$ cat src/rtl/lector_destinos_if.sv
// Egress bus for lector_destinos: FIFO-side pop/empty/data and the output word stream.
// master = the reader, slave = the FIFOs plus the downstream consumer.
interface lector_destinos_if #(
  parameter int DATA_W = 6
);
  logic              D0_empty;
  logic              D1_empty;
  logic [DATA_W-1:0] data_out0;
  logic [DATA_W-1:0] data_out1;
  logic              hold;
  logic              pop_D0;
  logic              pop_D1;
  logic [DATA_W-1:0] word_out;
  logic              valid_out;
  logic              port_out;

  modport master (
    input  D0_empty, D1_empty, data_out0, data_out1, hold,
    output pop_D0, pop_D1, word_out, valid_out, port_out
  );

  modport slave (
    output D0_empty, D1_empty, data_out0, data_out1, hold,
    input  pop_D0, pop_D1, word_out, valid_out, port_out
  );
endinterface

$ cat src/rtl/lector_destinos.sv
// lector_destinos: round-robin egress reader draining the D0/D1 FIFOs onto a
// single registered word stream, with destination check and per-port counters.
// Optional macro SEQ_CHECK_EN builds a per-port sequence checker driving seq_err;
// without it seq_err is tied low.
// Pipeline: pop in T -> FIFO data valid in T+1 (captured at its end) -> word out in T+2.
module lector_destinos #(
  parameter int DATA_W = 6,
  parameter int CNT_W  = 8
) (
  input  logic              clk,
  input  logic              reset,
  input  logic              enable,
  lector_destinos_if.master bus,
  output logic              err_dest,
  output logic              seq_err,
  output logic [CNT_W-1:0]  count0,
  output logic [CNT_W-1:0]  count1,
  output logic              busy
);

  typedef enum logic [1:0] {IDLE, RUN, FLUSH} state_t;

  state_t            state_q, state_d;
  logic              pop0_q, pop0_d;
  logic              pop1_q, pop1_d;
  logic              rr_last_q, rr_last_d;
  logic              cap_q, cap_d;          // a FIFO word is on data_outX this cycle
  logic              cap_port_q, cap_port_d;
  logic              valid_q, valid_d;
  logic [DATA_W-1:0] word_q, word_d;
  logic              port_q, port_d;
  logic              err_q, err_d;

  logic              elig0, elig1, in_flight;
  logic [DATA_W-1:0] cap_word;

  // A port popped last cycle is skipped: its empty flag has not yet seen that pop.
  assign elig0     = !bus.D0_empty && !pop0_q;
  assign elig1     = !bus.D1_empty && !pop1_q;
  assign in_flight = pop0_q || pop1_q || cap_q || valid_q;
  assign cap_word  = cap_port_q ? bus.data_out1 : bus.data_out0;

  // Next-state and round-robin pop grant
  always_comb begin
    logic issue;
    state_d   = state_q;
    pop0_d    = 1'b0;
    pop1_d    = 1'b0;
    rr_last_d = rr_last_q;
    issue     = 1'b0;
    case (state_q)
      IDLE:    if (enable) state_d = RUN;
      RUN: begin
        if (!enable)       state_d = FLUSH;
        else if (!bus.hold) issue  = 1'b1;
      end
      FLUSH: begin
        if (enable)          state_d = RUN;
        else if (!in_flight) state_d = IDLE;
      end
      default: state_d = IDLE;
    endcase
    if (issue) begin
      if (elig0 && (!elig1 || rr_last_q)) begin
        pop0_d    = 1'b1;
        rr_last_d = 1'b0;
      end else if (elig1) begin
        pop1_d    = 1'b1;
        rr_last_d = 1'b1;
      end
    end
  end

  // Capture stage and output register
  always_comb begin
    cap_d      = pop0_q || pop1_q;
    cap_port_d = pop1_q;
    valid_d    = cap_q;
    word_d     = word_q;
    port_d     = port_q;
    err_d      = err_q;
    if (cap_q) begin
      word_d = cap_word;
      port_d = cap_port_q;
      if (cap_port_q != cap_word[DATA_W-2]) err_d = 1'b1;
    end
  end

  // Control and datapath state; reset discards anything in flight
  always_ff @(posedge clk or posedge reset) begin
    if (reset) begin
      state_q    <= IDLE;
      pop0_q     <= 1'b0;
      pop1_q     <= 1'b0;
      rr_last_q  <= 1'b1;
      cap_q      <= 1'b0;
      cap_port_q <= 1'b0;
      valid_q    <= 1'b0;
      word_q     <= '0;
      port_q     <= 1'b0;
      err_q      <= 1'b0;
    end else begin
      state_q    <= state_d;
      pop0_q     <= pop0_d;
      pop1_q     <= pop1_d;
      rr_last_q  <= rr_last_d;
      cap_q      <= cap_d;
      cap_port_q <= cap_port_d;
      valid_q    <= valid_d;
      word_q     <= word_d;
      port_q     <= port_d;
      err_q      <= err_d;
    end
  end

  logic [1:0][CNT_W-1:0] cnt_all;
  logic [1:0]            seq_flag;

  // Per-port saturating counter and optional sequence checker
  for (genvar gi = 0; gi < 2; gi++) begin : g_port
    logic             hit;
    logic [CNT_W-1:0] cnt_q, cnt_d;

    assign hit = cap_q && (cap_port_q == 1'(gi));

    // Count captured words, holding at all-ones
    always_comb begin
      cnt_d = cnt_q;
      if (hit && cnt_q != {CNT_W{1'b1}}) cnt_d = cnt_q + CNT_W'(1);
    end

    // Counter register
    always_ff @(posedge clk or posedge reset) begin
      if (reset) cnt_q <= '0;
      else       cnt_q <= cnt_d;
    end

    assign cnt_all[gi] = cnt_q;

`ifdef SEQ_CHECK_EN
    localparam int SEQ_W = DATA_W - 2;
    logic [SEQ_W-1:0] last_q, last_d;
    logic             ref_q, ref_d;
    logic             serr_q, serr_d;

    // First word sets the reference; later words must step by one (mod 2^SEQ_W)
    always_comb begin
      last_d = last_q;
      ref_d  = ref_q;
      serr_d = serr_q;
      if (hit) begin
        if (ref_q && cap_word[SEQ_W-1:0] != last_q + SEQ_W'(1)) serr_d = 1'b1;
        last_d = cap_word[SEQ_W-1:0];
        ref_d  = 1'b1;
      end
    end

    // Sequence checker state
    always_ff @(posedge clk or posedge reset) begin
      if (reset) begin
        last_q <= '0;
        ref_q  <= 1'b0;
        serr_q <= 1'b0;
      end else begin
        last_q <= last_d;
        ref_q  <= ref_d;
        serr_q <= serr_d;
      end
    end

    assign seq_flag[gi] = serr_q;
`else
    assign seq_flag[gi] = 1'b0;
`endif
  end

  assign bus.pop_D0    = pop0_q;
  assign bus.pop_D1    = pop1_q;
  assign bus.word_out  = word_q;
  assign bus.valid_out = valid_q;
  assign bus.port_out  = port_q;
  assign err_dest      = err_q;
  assign seq_err       = |seq_flag;
  assign count0        = cnt_all[0];
  assign count1        = cnt_all[1];
  assign busy          = (state_q != IDLE);

endmodule

$ cat src/flat_wrapper.sv
// flat-port wrapper written by rule: the top's interface ports become plain ports
module lector_destinos_flat 
#(
  parameter int DATA_W = 6,
  parameter int CNT_W  = 8
)
  (clk, reset, enable, err_dest, seq_err, count0, count1, busy, bus_D0_empty, bus_D1_empty, bus_data_out0, bus_data_out1, bus_hold, bus_pop_D0, bus_pop_D1, bus_word_out, bus_valid_out, bus_port_out);
  lector_destinos_if #(.DATA_W(DATA_W)) bus_i ();
  input  logic clk;
  input  logic reset;
  input  logic enable;
  output logic err_dest;
  output logic seq_err;
  output logic [CNT_W-1:0] count0;
  output logic [CNT_W-1:0] count1;
  output logic busy;
  input wire logic [$bits(bus_i.D0_empty)-1:0] bus_D0_empty;
  input wire logic [$bits(bus_i.D1_empty)-1:0] bus_D1_empty;
  input wire logic [$bits(bus_i.data_out0)-1:0] bus_data_out0;
  input wire logic [$bits(bus_i.data_out1)-1:0] bus_data_out1;
  input wire logic [$bits(bus_i.hold)-1:0] bus_hold;
  output wire logic [$bits(bus_i.pop_D0)-1:0] bus_pop_D0;
  output wire logic [$bits(bus_i.pop_D1)-1:0] bus_pop_D1;
  output wire logic [$bits(bus_i.word_out)-1:0] bus_word_out;
  output wire logic [$bits(bus_i.valid_out)-1:0] bus_valid_out;
  output wire logic [$bits(bus_i.port_out)-1:0] bus_port_out;
  assign bus_i.D0_empty = bus_D0_empty;
  assign bus_i.D1_empty = bus_D1_empty;
  assign bus_i.data_out0 = bus_data_out0;
  assign bus_i.data_out1 = bus_data_out1;
  assign bus_i.hold = bus_hold;
  assign bus_pop_D0 = bus_i.pop_D0;
  assign bus_pop_D1 = bus_i.pop_D1;
  assign bus_word_out = bus_i.word_out;
  assign bus_valid_out = bus_i.valid_out;
  assign bus_port_out = bus_i.port_out;
  lector_destinos #(.DATA_W(DATA_W), .CNT_W(CNT_W)) u_core (.clk(clk), .reset(reset), .enable(enable), .bus(bus_i), .err_dest(err_dest), .seq_err(seq_err), .count0(count0), .count1(count1), .busy(busy));
endmodule
$ cat config.mk
export PLATFORM = sky130hd
export DESIGN_NAME = lector_destinos_flat
export DESIGN_NICKNAME = d
export VERILOG_FILES = /design/src/rtl/lector_destinos_if.sv /design/src/rtl/lector_destinos.sv /design/src/flat_wrapper.sv
export SDC_FILE = /design/constraint.sdc
export NUM_CORES = 1
export LEC_CHECK = 0
export CAP_MARGIN = 10
export CORE_MARGIN = 3
export CORE_UTILIZATION = 49
export CTS_CLUSTER_DIAMETER = 50
export DETAILED_ROUTE_END_ITERATION = 10
export PLACE_DENSITY = 0.83
export RECOVER_POWER = 50
export REMOVE_ABC_BUFFERS = 1
export SLEW_MARGIN = 20
export SYNTH_ARGS = -nofsm -noshare
export SYNTH_HDL_FRONTEND = slang
export SYNTH_SLANG_ARGS = --single-unit
export TNS_END_PERCENT = 50
$ cat constraint.sdc
create_clock -name clk -period 4.4 [get_ports clk]
set_clock_uncertainty 0.05 [all_clocks]
set_input_delay 1.32 -clock clk [delete_from_list [all_inputs] [get_ports clk]]
set_output_delay 1.32 -clock clk [all_outputs]
set_load 0.01 [all_outputs]
Yosys cells after proc, flatten, opt, wreduce, memory -nomap -nowiden --
Cells that the tools add are included.
Word-level totals: register bits after elaboration 32, bits in latches 0, memory bits (writable) 0, ROM bits 0, input bits 18, output and inout bits 29, word-level logic and storage cells 61, memories 0
Cells by class: add/subtract/negate cells 2, $mul 0, divide/modulo/power cells 0, magnitude comparators 0, eq/ne operators 8, shift operators 0, muxes and demuxes 16, bitwise logic cells 1, reductions and logical operators 22
Operators with widths (number):
- adder 8 x 1 -> 8 bit, second input constant | 2
- inequality test 8 bit, second input constant | 2
- two-way mux 1 bit | 10
- two-way mux 2 bit | 4
- logical AND 1 bit | 7
- two-way mux 6 bit | 1
- one-hot mux 2 bit (3 select lines) | 1
- logical NOT 1 bit | 5
- logical OR 1 bit | 4
- inequality test 2 bit, second input constant | 2
- AND reduction 2 bit | 2
- nonzero test 2 bit | 2
- inequality test 3 bit, second input constant | 1
- AND reduction 3 bit | 1
- equality test 2 x 1 -> 1 bit, second input constant | 1
- equality test 2 bit, second input constant | 1
- logical NOT 2 bit | 1
- inequality test 1 bit | 1
- inverter 1 bit | 1

Depth between registers and ports, before layout --
depth in word-level cells 7, gate-level depth with buffers 5, depth with buffers taken out 5

Least setup slack after synthesis --
OpenSTA, ideal clock, no wires.
kind flip-flop to output port, start reg u_core.state_q[1], end out busy, data arrival time 0.700 ns, data required time 3.030 ns, slack 2.330 ns, stages on the path, launching flop included 2, buffers on the path 0, cell sequence dfrtp_1 > or2_2
On the way: word-level cells in the longest chain between the ends 1
RTL lines:
- start, declared | RTL line lector_destinos.sv:23 | state_t state_q, state_d;
- start signal, assigned | RTL line lector_destinos.sv:103 | state_q <= state_d;
- nonzero test 2 bit | RTL line lector_destinos.sv:186 | assign busy = (state_q != IDLE);
- end, declared | RTL line flat_wrapper.sv:16 | output logic busy;
No other way between the ends.

Final worst setup path --
Same ends and word-level chain as after synthesis.

==> impl_results.md <==
* CTS Buffer Depth at 2
* Synth top area share at 52.9%
* Arr. time, crit path at 1530 ps
* Routed wire length at 3.05 mm
* Met1 Usage GRT at 24.4%
* Vias per cell at 5.47
* Sequential fraction of the synthesis area at 54.7%
* Initial DRC count at 49
* Slowest cell delay on critical path at 480 ps
* Cts hold-fix bufs at 0
* Largest net degree at the start of global routing at 20
* Synth top area cells: dfrtp_1 53%, a21oi_1 4.8%, nor2_1 4.4%
* Sum Neg Setup Slack at 0 ps
* Crit path kind: reg -> out
* Port Buffer Count at 45
* CTS tree: yes
* Crit path from: u_core.state_q[1]
* Commonest non-fill, non-tap cell in the layout: clkdlybuf4s50_1
* Register area at 802 µm²
* Clock sinks at 32
* Clk slew on worst S/H paths at 90 ps
* Pwr/cell area at 372 nW/µm²
* Tmin final at 2900 ps
* Synth Area in Adders at 1.71%
* Worst rel slew slack at 53.4%
* Detailed Place HPWL at 2.38 mm
* Core Rows at 19
* Vias in the first global route at 1175
* Tcrit/Tclk final at 65.9%
* RSZ-0062 raised after global routing: no
* Filler Cell Count at 227
* First-pass GRT wire length at 5.18 mm
* Die X at 60.7 µm
* Simple-gate share of the synthesized area at 19.4%
* HP Start: u_core.bus.pop_D1
* DIE AREA at 3690 µm²
* Initial antenna violation count at 0
* Cells along the critical path: or2_2 -> clkdlybuf4s50_1
* I/O pins at 47
* Tightest Hold Check Type: reg -> reg
* Crit path required time at 3030 ps
* Post-synthesis xor/xnor area fraction at 4.78%
* TritonCTS buffer count at 5
* VDD IR max at 0.000274 V
* Antenna Cells at 0
* Vias at 1171
* P_leak at 0.880 nW
* Pins Over Slew Limit at 0
* Final Util at 70.3%
* Overall die height at 60.7 µm
* M3 GR Usage at 5.96%
* R2r startpoint: u_core.cap_q
* Fmax at 0.345 GHz
* Drc violations at 0
* Mapped cell area at 1470 µm²
* Final Setup Violations at 0
* Flop-to-flop setup slack at 2600 ps
* Top_reg_cell synth: dfrtp_1
* Worst path buffer plus inverter count at 1
* Yosys warns at 0
* Worst setup EP type: output pin
* CP top delay family: buffers and inverters
* Final antenna-violating net count at 0
* P&R area growth vs syn at 34.6%
* Multi-input gate area at 608 µm²
* Critical-path top delay cell: clkdlybuf4s50_1
* Library cells used by synthesis at 38
* Root buf cell: clkbuf_4
* Worst-Skew Late Latency at 330 ps
* Initial cell density of the core at 52.3%
* Startpoint Class: flop
* FF+latch count, synth at 32
* DP Worst Slack at 1740 ps
* Drt first pass iters at 4
* Multiplexer share of the synthesized area at 8.19%
* Most used routing layer: met2
* Grt ovf at 0
* Core box area at 2810 µm²
* Complex-gate fraction of the synthesized area at 8.70%
* Most frequent cells in the layout: 37 x clkdlybuf4s50_1, 31 x dfrtp_1, 17 x nor2_1
* Max-cap violations at 0
* # H-tree levels at 2
* Cts repair resizes at 0
* Nets at 202
* Drt wl/cell at 14.3 µm
* Share of flip-flops with an asynchronous set or reset at 100%
* Final setup margin at 1500 ps
* Fin. Hold Viols at 0
* Placer Congestion at 0.877
* Syn avg cell area at 11.0 µm²
* Cells after Synth at 133
* Post-CTS setup buffers at 0
* GRT Overall Usage at 19.4%
* Post-synth EDFFs at 0
* Status: completed
* M2 GR Usage at 31.6%
* Fraction of layout cells with a size suffix above 1 at 6.56%
* Combinational family with the most area after synthesis: simple AND/OR/NAND/NOR gates
* Synth area leader: dfrtp_1
* Slew @ Worst Pin at 698 ps
* CP Max Fanout at 5
-- layout make-up --
class / instances / share of cell area (%)
flip-flops and latches: 32 / 40.6
clock buffers: 8 / 2.98
inverters: 2 / 0.380
multi-input cells: 95 / 30.8
well taps: 31 / 1.97
repair buffers: 46 / 23.2
-- worst reg2reg max path, stage by stage (launching register included) --
cell and delay, ps:
dfrtp_1 730, and2_0 360, o21ai_0 210, mux2_1 350
-- report_power, final --
group / internal [W] / switching, W / total [W] / leakage, nW
registers: 0.000340 / 0.0000433 / 0.000384 / 0.410
logic: 0.000108 / 0.0000707 / 0.000179 / 0.437
clock network: 0.0000787 / 0.0000930 / 0.000172 / 0.0326
total: 0.000527 / 0.000207 / 0.000734 / 0.880
-- kinds of logic after synthesis --
| group | after synthesis |
|---|---|
| DFF | 32 |
| other | 1 |
| and+or+nand+nor | 50 |
| muxes | 11 |
| buffers and inverters | 6 |
| xor gates and xnor gates | 8 |
| adders and majority gates | 2 |
| AOI/OAI and AO/OA | 23 |
-- metal layers --
layer	vias up	part of all wire, %
li1	559	-
met2	39	52
met1	566	41
met5	-	0
met4	0	1.5
met3	7	5.7
-- sequential cells by signal, indices dropped and copies added (netlist names) --
register and flops:
u_core.bus.pop_D0 1, u_core.bus.pop_D1 1, u_core.bus.port_out 1, u_core.bus.valid_out 1, u_core.bus.word_out 6, u_core.cap_port_q 1
u_core.cap_q 1, u_core.count0 8, u_core.count1 8, u_core.err_dest 1, u_core.rr_last_q 1, u_core.state_q 2
-- cell usage after synthesis, drive strengths merged (2+ instances only) --
cell type and n:
nand2b 2, a21oi 14, nor3 3, o21ai 4, nand3 4, and2b 2, xor2 5, ha 2
mux2 5, nand2 9, nor2 17, inv 2, mux2i 6, or2 3, buf 3, xnor2 3
dfrtp 31, nand4 5, a31oi 2
-- per-stage QoR --
step           area, µm²  hold WS (ps)  power, W  cells
6_report            1970           415  0.000734    214
5_1_grt             1970           448  0.000778    214
4_1_cts             2000           417  0.000747    214
3_5_place_dp        1940           392  0.000575    206
3_3_place_gp        1940           392  0.000567    206
2_1_floorplan       1440           417  0.000458    129
-- final timing paths --
kind,depth (start not counted),to
max,2,busy
min,0,u_core.cap_port_q
max reg2reg,3,u_core.count1[1]
min reg2reg,0,u_core.cap_port_q
max in group asynchronous,3,u_core.rr_last_q
min in group asynchronous,2,u_core.count0[2]
(Power assumes the default switching activity.)
